**config.mk**
```make
export PLATFORM = sky130hd
export DESIGN_NAME = lsu
export DESIGN_NICKNAME = d
export VERILOG_FILES = /design/src/rtl/lsu_pkg.sv /design/src/rtl/lsu_align.sv /design/src/rtl/lsu.sv
export SDC_FILE = /design/constraint.sdc
export NUM_CORES = 1
export LEC_CHECK = 0
export ABC_CLOCK_PERIOD_IN_PS = 2400
export BUFFER_PORTS_ARGS = -buffer_cell sky130_fd_sc_hd__buf_2
export CAP_MARGIN = 20
export CORE_UTILIZATION = 49
export DETAILED_ROUTE_END_ITERATION = 7
export PLACE_DENSITY = 0.81
export RECOVER_POWER = 50
export SKIP_CTS_REPAIR_TIMING = 1
export SYNTH_ARGS = -nofsm -noshare
export SYNTH_HDL_FRONTEND = slang
export SYNTH_HIERARCHICAL = 1
export SYNTH_SLANG_ARGS = --single-unit
```
**constraint.sdc**
```tcl
create_clock -name i_clk -period 2.4 [get_ports i_clk]
set_input_delay 0.36 -clock i_clk [delete_from_list [all_inputs] [get_ports i_clk]]
set_output_delay 0.36 -clock i_clk [all_outputs]
set_load 0.05 [all_outputs]
```
**src/rtl/lsu_pkg.sv**
```systemverilog
// Shared encodings, FSM state type and alignment rule for the load/store unit.
package lsu_pkg;

    localparam logic [1:0] SIZE_B = 2'b00;
    localparam logic [1:0] SIZE_H = 2'b01;
    localparam logic [1:0] SIZE_W = 2'b10;
    localparam logic [1:0] SIZE_X = 2'b11;

    typedef enum logic [1:0] {
        ST_IDLE    = 2'b00,
        ST_ISSUE   = 2'b01,
        ST_WAIT_RD = 2'b10,
        ST_RESP    = 2'b11
    } lsu_state_e;

    // Only the two low address bits decide alignment; illegal size always traps.
    function automatic logic misaligned(input logic [1:0] size, input logic [1:0] addr);
        logic bad;
        bad = 1'b0;
        case (size)
            SIZE_B:  bad = 1'b0;
            SIZE_H:  bad = addr[0];
            SIZE_W:  bad = (addr != 2'b00);
            default: bad = 1'b1;
        endcase
        return bad;
    endfunction

endpackage

```
**src/rtl/lsu_align.sv**
```systemverilog
// Combinational lane steering: store mask/data placement and load extract/extend.
module lsu_align
    import lsu_pkg::*;
(
    input  logic [1:0]  st_size_i,
    input  logic [1:0]  st_addr_i,
    input  logic [31:0] st_wdata_i,
    output logic [3:0]  st_mask_o,
    output logic [31:0] st_wdata_o,
    input  logic [1:0]  ld_size_i,
    input  logic [1:0]  ld_addr_i,
    input  logic        ld_unsigned_i,
    input  logic [31:0] ld_rdata_i,
    output logic [31:0] ld_data_o
);

    always_comb begin
        st_mask_o  = 4'b0000;
        st_wdata_o = 32'h0;
        case (st_size_i)
            SIZE_B: begin
                st_mask_o  = 4'b0001 << st_addr_i;
                st_wdata_o = {24'h0, st_wdata_i[7:0]} << {st_addr_i, 3'b000};
            end
            SIZE_H: begin
                st_mask_o  = 4'b0011 << st_addr_i;
                st_wdata_o = {16'h0, st_wdata_i[15:0]} << {st_addr_i[1], 4'b0000};
            end
            SIZE_W: begin
                st_mask_o  = 4'b1111;
                st_wdata_o = st_wdata_i;
            end
            default: begin
                st_mask_o  = 4'b0000;
                st_wdata_o = 32'h0;
            end
        endcase
    end

    logic [7:0]  ld_byte;
    logic [15:0] ld_half;

    always_comb begin
        ld_byte   = ld_rdata_i[{ld_addr_i, 3'b000} +: 8];
        ld_half   = ld_rdata_i[{ld_addr_i[1], 4'b0000} +: 16];
        ld_data_o = 32'h0;
        case (ld_size_i)
            SIZE_B:  ld_data_o = ld_unsigned_i ? {24'h0, ld_byte} : {{24{ld_byte[7]}}, ld_byte};
            SIZE_H:  ld_data_o = ld_unsigned_i ? {16'h0, ld_half} : {{16{ld_half[15]}}, ld_half};
            SIZE_W:  ld_data_o = ld_rdata_i;
            default: ld_data_o = 32'h0;
        endcase
    end

endmodule

```
**src/rtl/lsu.sv**
```systemverilog
// Load/store unit: one request at a time, alignment trap, handshaked memory
// issue with variable read latency, registered one-cycle response.
module lsu
    import lsu_pkg::*;
(
    input  logic        i_clk,
    input  logic        i_rst,
    input  logic        i_req_valid,
    input  logic        i_req_wen,
    input  logic [31:0] i_req_addr,
    input  logic [1:0]  i_req_size,
    input  logic        i_req_unsigned,
    input  logic [31:0] i_req_wdata,
    output logic        o_req_ready,
    output logic        o_rsp_valid,
    output logic [31:0] o_rsp_rdata,
    output logic        o_rsp_trap,
    output logic [31:0] o_mem_addr,
    output logic        o_mem_ren,
    output logic        o_mem_wen,
    output logic [3:0]  o_mem_mask,
    output logic [31:0] o_mem_wdata,
    input  logic        i_mem_ready,
    input  logic        i_mem_valid,
    input  logic [31:0] i_mem_rdata
);

    lsu_state_e  state_q;
    logic        req_ready_q;
    logic        rsp_valid_q;
    logic        rsp_trap_q;
    logic [31:0] rsp_rdata_q;
    logic [31:0] mem_addr_q;
    logic        mem_ren_q;
    logic        mem_wen_q;
    logic [3:0]  mem_mask_q;
    logic [31:0] mem_wdata_q;
    logic [1:0]  size_q;
    logic [1:0]  addr_lo_q;
    logic        unsigned_q;

    logic [3:0]  st_mask;
    logic [31:0] st_wdata;
    logic [31:0] ld_data;
    logic        req_trap;

    // Store steering works on the live request so the issue registers load
    // already lane-shifted; load extraction works on the latched request.
    lsu_align u_align (
        .st_size_i     (i_req_size),
        .st_addr_i     (i_req_addr[1:0]),
        .st_wdata_i    (i_req_wdata),
        .st_mask_o     (st_mask),
        .st_wdata_o    (st_wdata),
        .ld_size_i     (size_q),
        .ld_addr_i     (addr_lo_q),
        .ld_unsigned_i (unsigned_q),
        .ld_rdata_i    (i_mem_rdata),
        .ld_data_o     (ld_data)
    );

    assign req_trap = misaligned(i_req_size, i_req_addr[1:0]);

    always_ff @(posedge i_clk) begin
        if (i_rst) begin
            state_q     <= ST_IDLE;
            req_ready_q <= 1'b1;
            rsp_valid_q <= 1'b0;
            rsp_trap_q  <= 1'b0;
            rsp_rdata_q <= 32'h0;
            mem_addr_q  <= 32'h0;
            mem_ren_q   <= 1'b0;
            mem_wen_q   <= 1'b0;
            mem_mask_q  <= 4'b0000;
            mem_wdata_q <= 32'h0;
            size_q      <= SIZE_B;
            addr_lo_q   <= 2'b00;
            unsigned_q  <= 1'b0;
        end else begin
            case (state_q)
                ST_IDLE: begin
                    if (i_req_valid) begin
                        req_ready_q <= 1'b0;
                        size_q      <= i_req_size;
                        addr_lo_q   <= i_req_addr[1:0];
                        unsigned_q  <= i_req_unsigned;
                        if (req_trap) begin
                            state_q     <= ST_RESP;
                            rsp_valid_q <= 1'b1;
                            rsp_trap_q  <= 1'b1;
                            rsp_rdata_q <= 32'h0;
                        end else begin
                            state_q     <= ST_ISSUE;
                            mem_addr_q  <= {i_req_addr[31:2], 2'b00};
                            mem_mask_q  <= st_mask;
                            mem_wdata_q <= i_req_wen ? st_wdata : 32'h0;
                            mem_ren_q   <= ~i_req_wen;
                            mem_wen_q   <= i_req_wen;
                        end
                    end
                end
                ST_ISSUE: begin
                    // Request fields stay frozen until the memory takes them.
                    if (i_mem_ready) begin
                        mem_addr_q  <= 32'h0;
                        mem_ren_q   <= 1'b0;
                        mem_wen_q   <= 1'b0;
                        mem_mask_q  <= 4'b0000;
                        mem_wdata_q <= 32'h0;
                        if (mem_wen_q) begin
                            state_q     <= ST_RESP;
                            rsp_valid_q <= 1'b1;
                            rsp_trap_q  <= 1'b0;
                            rsp_rdata_q <= 32'h0;
                        end else begin
                            state_q <= ST_WAIT_RD;
                        end
                    end
                end
                ST_WAIT_RD: begin
                    if (i_mem_valid) begin
                        state_q     <= ST_RESP;
                        rsp_valid_q <= 1'b1;
                        rsp_trap_q  <= 1'b0;
                        rsp_rdata_q <= ld_data;
                    end
                end
                ST_RESP: begin
                    state_q     <= ST_IDLE;
                    req_ready_q <= 1'b1;
                    rsp_valid_q <= 1'b0;
                    rsp_trap_q  <= 1'b0;
                    rsp_rdata_q <= 32'h0;
                end
                default: begin
                    state_q     <= ST_IDLE;
                    req_ready_q <= 1'b1;
                end
            endcase
        end
    end

    assign o_req_ready = req_ready_q;
    assign o_rsp_valid = rsp_valid_q;
    assign o_rsp_trap  = rsp_trap_q;
    assign o_rsp_rdata = rsp_rdata_q;
    assign o_mem_addr  = mem_addr_q;
    assign o_mem_ren   = mem_ren_q;
    assign o_mem_wen   = mem_wen_q;
    assign o_mem_mask  = mem_mask_q;
    assign o_mem_wdata = mem_wdata_q;

endmodule

```
[Word level (Yosys, flattened, before mapping)]
Cells that the tools add are included.
Storage, ports and cells
  register bits after elaboration: 112
  bits of input ports: 105
  output and inout port bits: 105
  logic and storage cells: 93
Operators by class
  equality and inequality tests: 13
  shift-type cells: 6
  multiplexer cells: 49
  bitwise operators: 1
  reduce and logical (&&, ||, !) cells: 11
Operators by type and width (number)
  $mux W32: 13
  $pmux W32 S3: 2
  $pmux W32 S2: 2
  $pmux W32 S4: 1
  $shiftx A32 B6 Y16: 1
  $shiftx A32 B6 Y8: 1
  $shl A16 B5 Y32: 1
  $shl A8 B5 Y32: 1
  $mux W1: 15
  $mux W4: 3
  $ne A2 B2 Y1 const B: 6
  $pmux W4 S3: 1
  $eq A2 B2 Y1 const B: 4
  $mux W2: 4
  $pmux W1 S4: 2
  $pmux W2 S4: 1
  $pmux W4 S2: 1
  $eq A2 B1 Y1 const B: 3
  $logic_not A2 Y1: 3
  $pmux W1 S2: 3
  $reduce_bool A2 Y1: 3
  $reduce_and A5 Y1: 1
  $reduce_and A2 Y1: 2
  $reduce_and A4 Y1: 1
  other kinds (5): 5

[Logic depth before layout (Yosys ltp)]
  depth after elaboration: 6
  gate-level depth with buffers: 9
  gate-level depth less buffers: 6

[Modules after synthesis]
Netlist, hierarchy kept.
By module, submodules not included
  lsu: instances 1, cells an instance 371, area an instance 3878.7 um^2, sequential area each 2202.1 um^2
  lsu_align: instances 1, cells an instance 210, area an instance 1286.2 um^2, sequential area each 0.0 um^2

[Least setup slack after synthesis]
No wires, ideal clock.
  path type: flip-flop to flip-flop
  from: register state_q[0]
  to: register mem_wdata_q[12] (netlist: o_mem_wdata[12])
  library setup time: 0.060 ns
  arrival time: 2.097 ns
  required time: 2.340 ns
  path slack: 0.243 ns
  cell stages (with the launch flop): 9
  buffers on the path: 3
  clock period less this slack: 2.157 ns
  path through: dfxtp_1 inv_1 ha_1 clkbuf_1 or2_2 a41oi_1 clkbuf_1 buf_2 a22o_1
On the way
  word-level cells in the longest chain between the ends: 3
  elaborated cells on any way between the ends: 8
  classes of those cells: eq/ne: 4; mux: 1; reduce/logical: 3
Ends and longest elaborated chain
  start: declaration: line lsu.sv:28  | lsu_state_e state_q;
  start signal: assignment: line lsu.sv:66  | state_q <= ST_IDLE;
  start signal: assignment: line lsu.sv:88  | state_q <= ST_RESP;
  start signal: assignment: line lsu.sv:93  | state_q <= ST_ISSUE;
  $eq A2 B1 Y1 / $logic_not A2 Y1 (equally long branches): line lsu.sv:80  | case (state_q)
  $ne A2 B2 Y1 (no source line) / $reduce_bool A2 Y1 (equally long branches)
  $reduce_and A4 Y1 (no source line)
  end signal: assignment: line lsu.sv:96  | mem_wdata_q <= i_req_wen ? st_wdata : 32'h0;
  end: declaration: line lsu.sv:37  | logic [31:0] mem_wdata_q;
Several ways; a longest one is shown, not always the timed one.
A chain may end at the register's enable or synchronous reset.

[Worst setup path in the final report]
  from: register state_q[0]
  to: register mem_mask_q[1] (netlist: o_mem_mask[1])
On the way
  word-level cells in the longest chain between the ends: 3
  elaborated cells on any way between the ends: 8
  classes of those cells: eq/ne: 4; mux: 1; reduce/logical: 3
Ends and longest elaborated chain
  $eq A2 B1 Y1 / $logic_not A2 Y1 (equally long branches): line lsu.sv:80
  $ne A2 B2 Y1 (no source line) / $reduce_bool A2 Y1 (equally long branches)
  $reduce_and A4 Y1 (no source line)
  end signal: assignment: line lsu.sv:95  | mem_mask_q <= st_mask;
  end: declaration: line lsu.sv:36  | logic [3:0] mem_mask_q;
Several ways; a longest one is shown, not always the timed one.

==> results.ini <==
[job]
cap_violations=0

[placement]
pre_cts_ws_ps=258
dp_cells=877
port_buffers=207
placed_area_sq_mm=0.00623
gp_congestion=0.908
dp.final_hpwl_microns=11100

[power_and_ir_drop]
leakage_nw=2.44
p_switching_w=0.00263
combPwrFrac_pct=44.3
p_per_area_mw_per_mm2=935
p_int_w=0.00326
power_frac_seq_pct=36.5
swShare_pct=44.7
clockPowerShare_pct=19.2
ir_drop_v=0.000542

[yosys]
yosysWarnings=6
yosysTopAreaCellShare_pct=42.6
synth_cell_types=52
avgSynthCellArea_sq_um=8.89
synth_edf_count=0
yosysMostFrequentCell=dfxtp_1
synth_cells=581
syn_area_sq_mm=0.00516
synthArstFlopShare_pct=0
yosysSeqAreaShare_pct=42.6
synthFlopType=dfxtp_1
synth_area_leader_cell=dfxtp_1
netlist_top_cells_area=dfxtp_1 (43%), a22o_1 (13%), o21ai_0 (5.8%)
ys_ff_latch=110
netlist_top_cells_count=dfxtp_1 (110), a22o_1 (75), o21ai_0 (60)

[sta]
worstMarginPinSlew_ps=818
setup_viol=0
min_period_over_period_pct=91.5
max_freq_ghz=0.455
period_needed_ps=2200
tns_ps=0
drv_slew=0
skew_ps=15.7
rsz0062_at_grt=no
fin_hold_ws_ps=207
finalWorstSetupSlack_ps=204
hold_viol_final=0
slew_headroom_pct=45.3

[critical_path]
r2r_slack_ps=200
cp_max_fo=35
critPathCaptureType=register
worst_setup_path_start_kind=register
worstSetupPathType=register to register
cp.required_ps=2690
ff2ff_path_depth=6
r2r-start=state_q[0]
worst_ep_arrival_time_ps=2490
reg2reg_to=o_mem_mask[1]

[floorplanning]
ios=210
core-area_sq_mm=0.0103
die_h_microns=105
die_area_sq_mm=0.0110
start_util_pct=50.3
die_x_microns=105
core.rowCount=37

[clocking]
htree_levels=3
cts_made_buffers=9
clock_latency_ps=360
tritoncts=done
cts_root_buffer=clkbuf_8
cts.sinks=110
clkSlewWorstSetupHoldPaths_ps=100
cts_buffer_depth=2

[run_status]
status=completed

[layout]
design_area_sq_mm=0.00630
num_antenna_cells=0
layout.cells.non_filler=893
area_growth_pct=22.0
drive_gt1_share_pct=19.4
final_nets=862

[worst_hold_path]
whs_path_depth=2
min_to=o_mem_addr[23]
hold_start=i_req_addr[23]
min_path_type=input pin to register

[detailed_routing]
drc=0
drt_iter0_markers=520
antenna_left=0
wire_per_inst_microns=17.1
via_per_inst=5.91
wl_microns=15300
vias=5276
firstDrtPassIters=5

[global_routing]
grt_max_degree=69
grt-ovfl-total=0
grt_pass1_wl_microns=24000
track_usage_pct=27.1
grt_pass1_vias=4819
antenna_found_initial=0

registers in the layout (all words and copies together), names as in the netlist:
name	flops
addr_lo_q	2
o_mem_addr	30
o_mem_mask	4
o_mem_ren	1
o_mem_wdata	32
o_mem_wen	1
o_req_ready	1
o_rsp_rdata	32
o_rsp_trap	1
o_rsp_valid	1
size_q	2
state_q	2
unsigned_q	1
worst max-delay path: stages, from the launching register on:
cell and delay [ps]:
dfxtp_1 340, inv_1 150, ha_1 380, nand2_1 280, a2111oi_4 400, buf_4 380, a22o_1 200
power by group through the flow:
stage | Clock (W) | Combinational (W) | Sequential, W
3_5_place_dp | 0 | 0.00261 | 0.00218
5_1_grt | 0.00122 | 0.00279 | 0.00218
4_1_cts | 0.00115 | 0.00262 | 0.00214
3_3_place_gp | 0 | 0.00254 | 0.00218
2_1_floorplan | 0 | 0.00140 | 0.00272
6_report | 0.00113 | 0.00261 | 0.00215
cell usage in the layout, fill, tap and decap left out, types with 3 or more instances in the layout:
cell and count:
buf_4 11, nor2_1 8, clkbuf_8 10, a31oi_1 7
o21a_1 8, inv_1 5, nor2b_1 4, o22ai_1 7
o21ai_1 9, and2_1 3, ha_1 5, and3b_1 6
nor3b_1 9, dfxtp_1 110, nand2b_1 13, buf_2 104
clkbuf_1 105, a22o_1 75, nand2_1 40, o21ai_0 60
a21o_1 3, nand4_1 32, a22oi_1 8, buf_12 3
a21oi_1 58, mux2i_1 8, nand3_1 10
layout make-up:
class / instances / area (sq um)
fill: 980 / 3970
multi-input combinational: 404 / 2660
sequential: 110 / 2200
timing repair buffer: 221 / 1050
tap: 136 / 170
clock buffer: 12 / 145
clock inverter: 4 / 55.1
inverter: 6 / 22.5
routing by layer:
layer / part of all wire (%) / GRT usage [%] / wire (microns) / vias to the layer above
met3: 7.2 / 5.18 / 1100 / 38
met5: 0 / 0 / 0 / -
li1: - / - / - / 2501
met1: 42 / 35.0 / 6470 / 2458
met2: 47 / 44.7 / 7250 / 279
met4: 3.0 / 10.6 / 452 / 0
cell families (layout without fill, tap and decap cells):
logic type | count (synthesis) | in the layout | synth area share [%]
buffers and inverters | 68 | 243 | 6.32
multiplexers | 13 | 13 | 3.00
AND/OR/NAND/NOR | 134 | 134 | 14.2
other | 1 | 2 | 0.0726
flip-flops | 110 | 110 | 42.6
adder cells (fa/ha/maj) | 5 | 5 | 1.21
AO/OA/AOI/OAI | 250 | 250 | 32.6
through the flow:
step	power, W	utilization [%]
CTS	0.00591	62.6
detailed placement	0.00479	60.6
finish	0.00589	61.3
global route	0.00619	61.3
global placement	0.00471	60.6
floorplan	0.00412	-
worst max path at each step:
| stage | from | to | slack (ps) | depth (start not counted) |
|---|---|---|---|---|
| 3_5_place_dp | state_q[0] | o_mem_mask[1] | 260 | 6 |
| 5_1_grt | state_q[0] | o_mem_mask[1] | 40 | 6 |
| 4_1_cts | state_q[0] | o_mem_mask[1] | 230 | 6 |
| 6_report | state_q[0] | o_mem_mask[1] | 200 | 6 |
| 3_3_place_gp | state_q[0] | o_mem_wdata[25] | 400 | 7 |
| 2_1_floorplan | state_q[0] | o_mem_wdata[12] | 240 | 8 |
No activity file was read; power rests on OpenSTA's default activity.
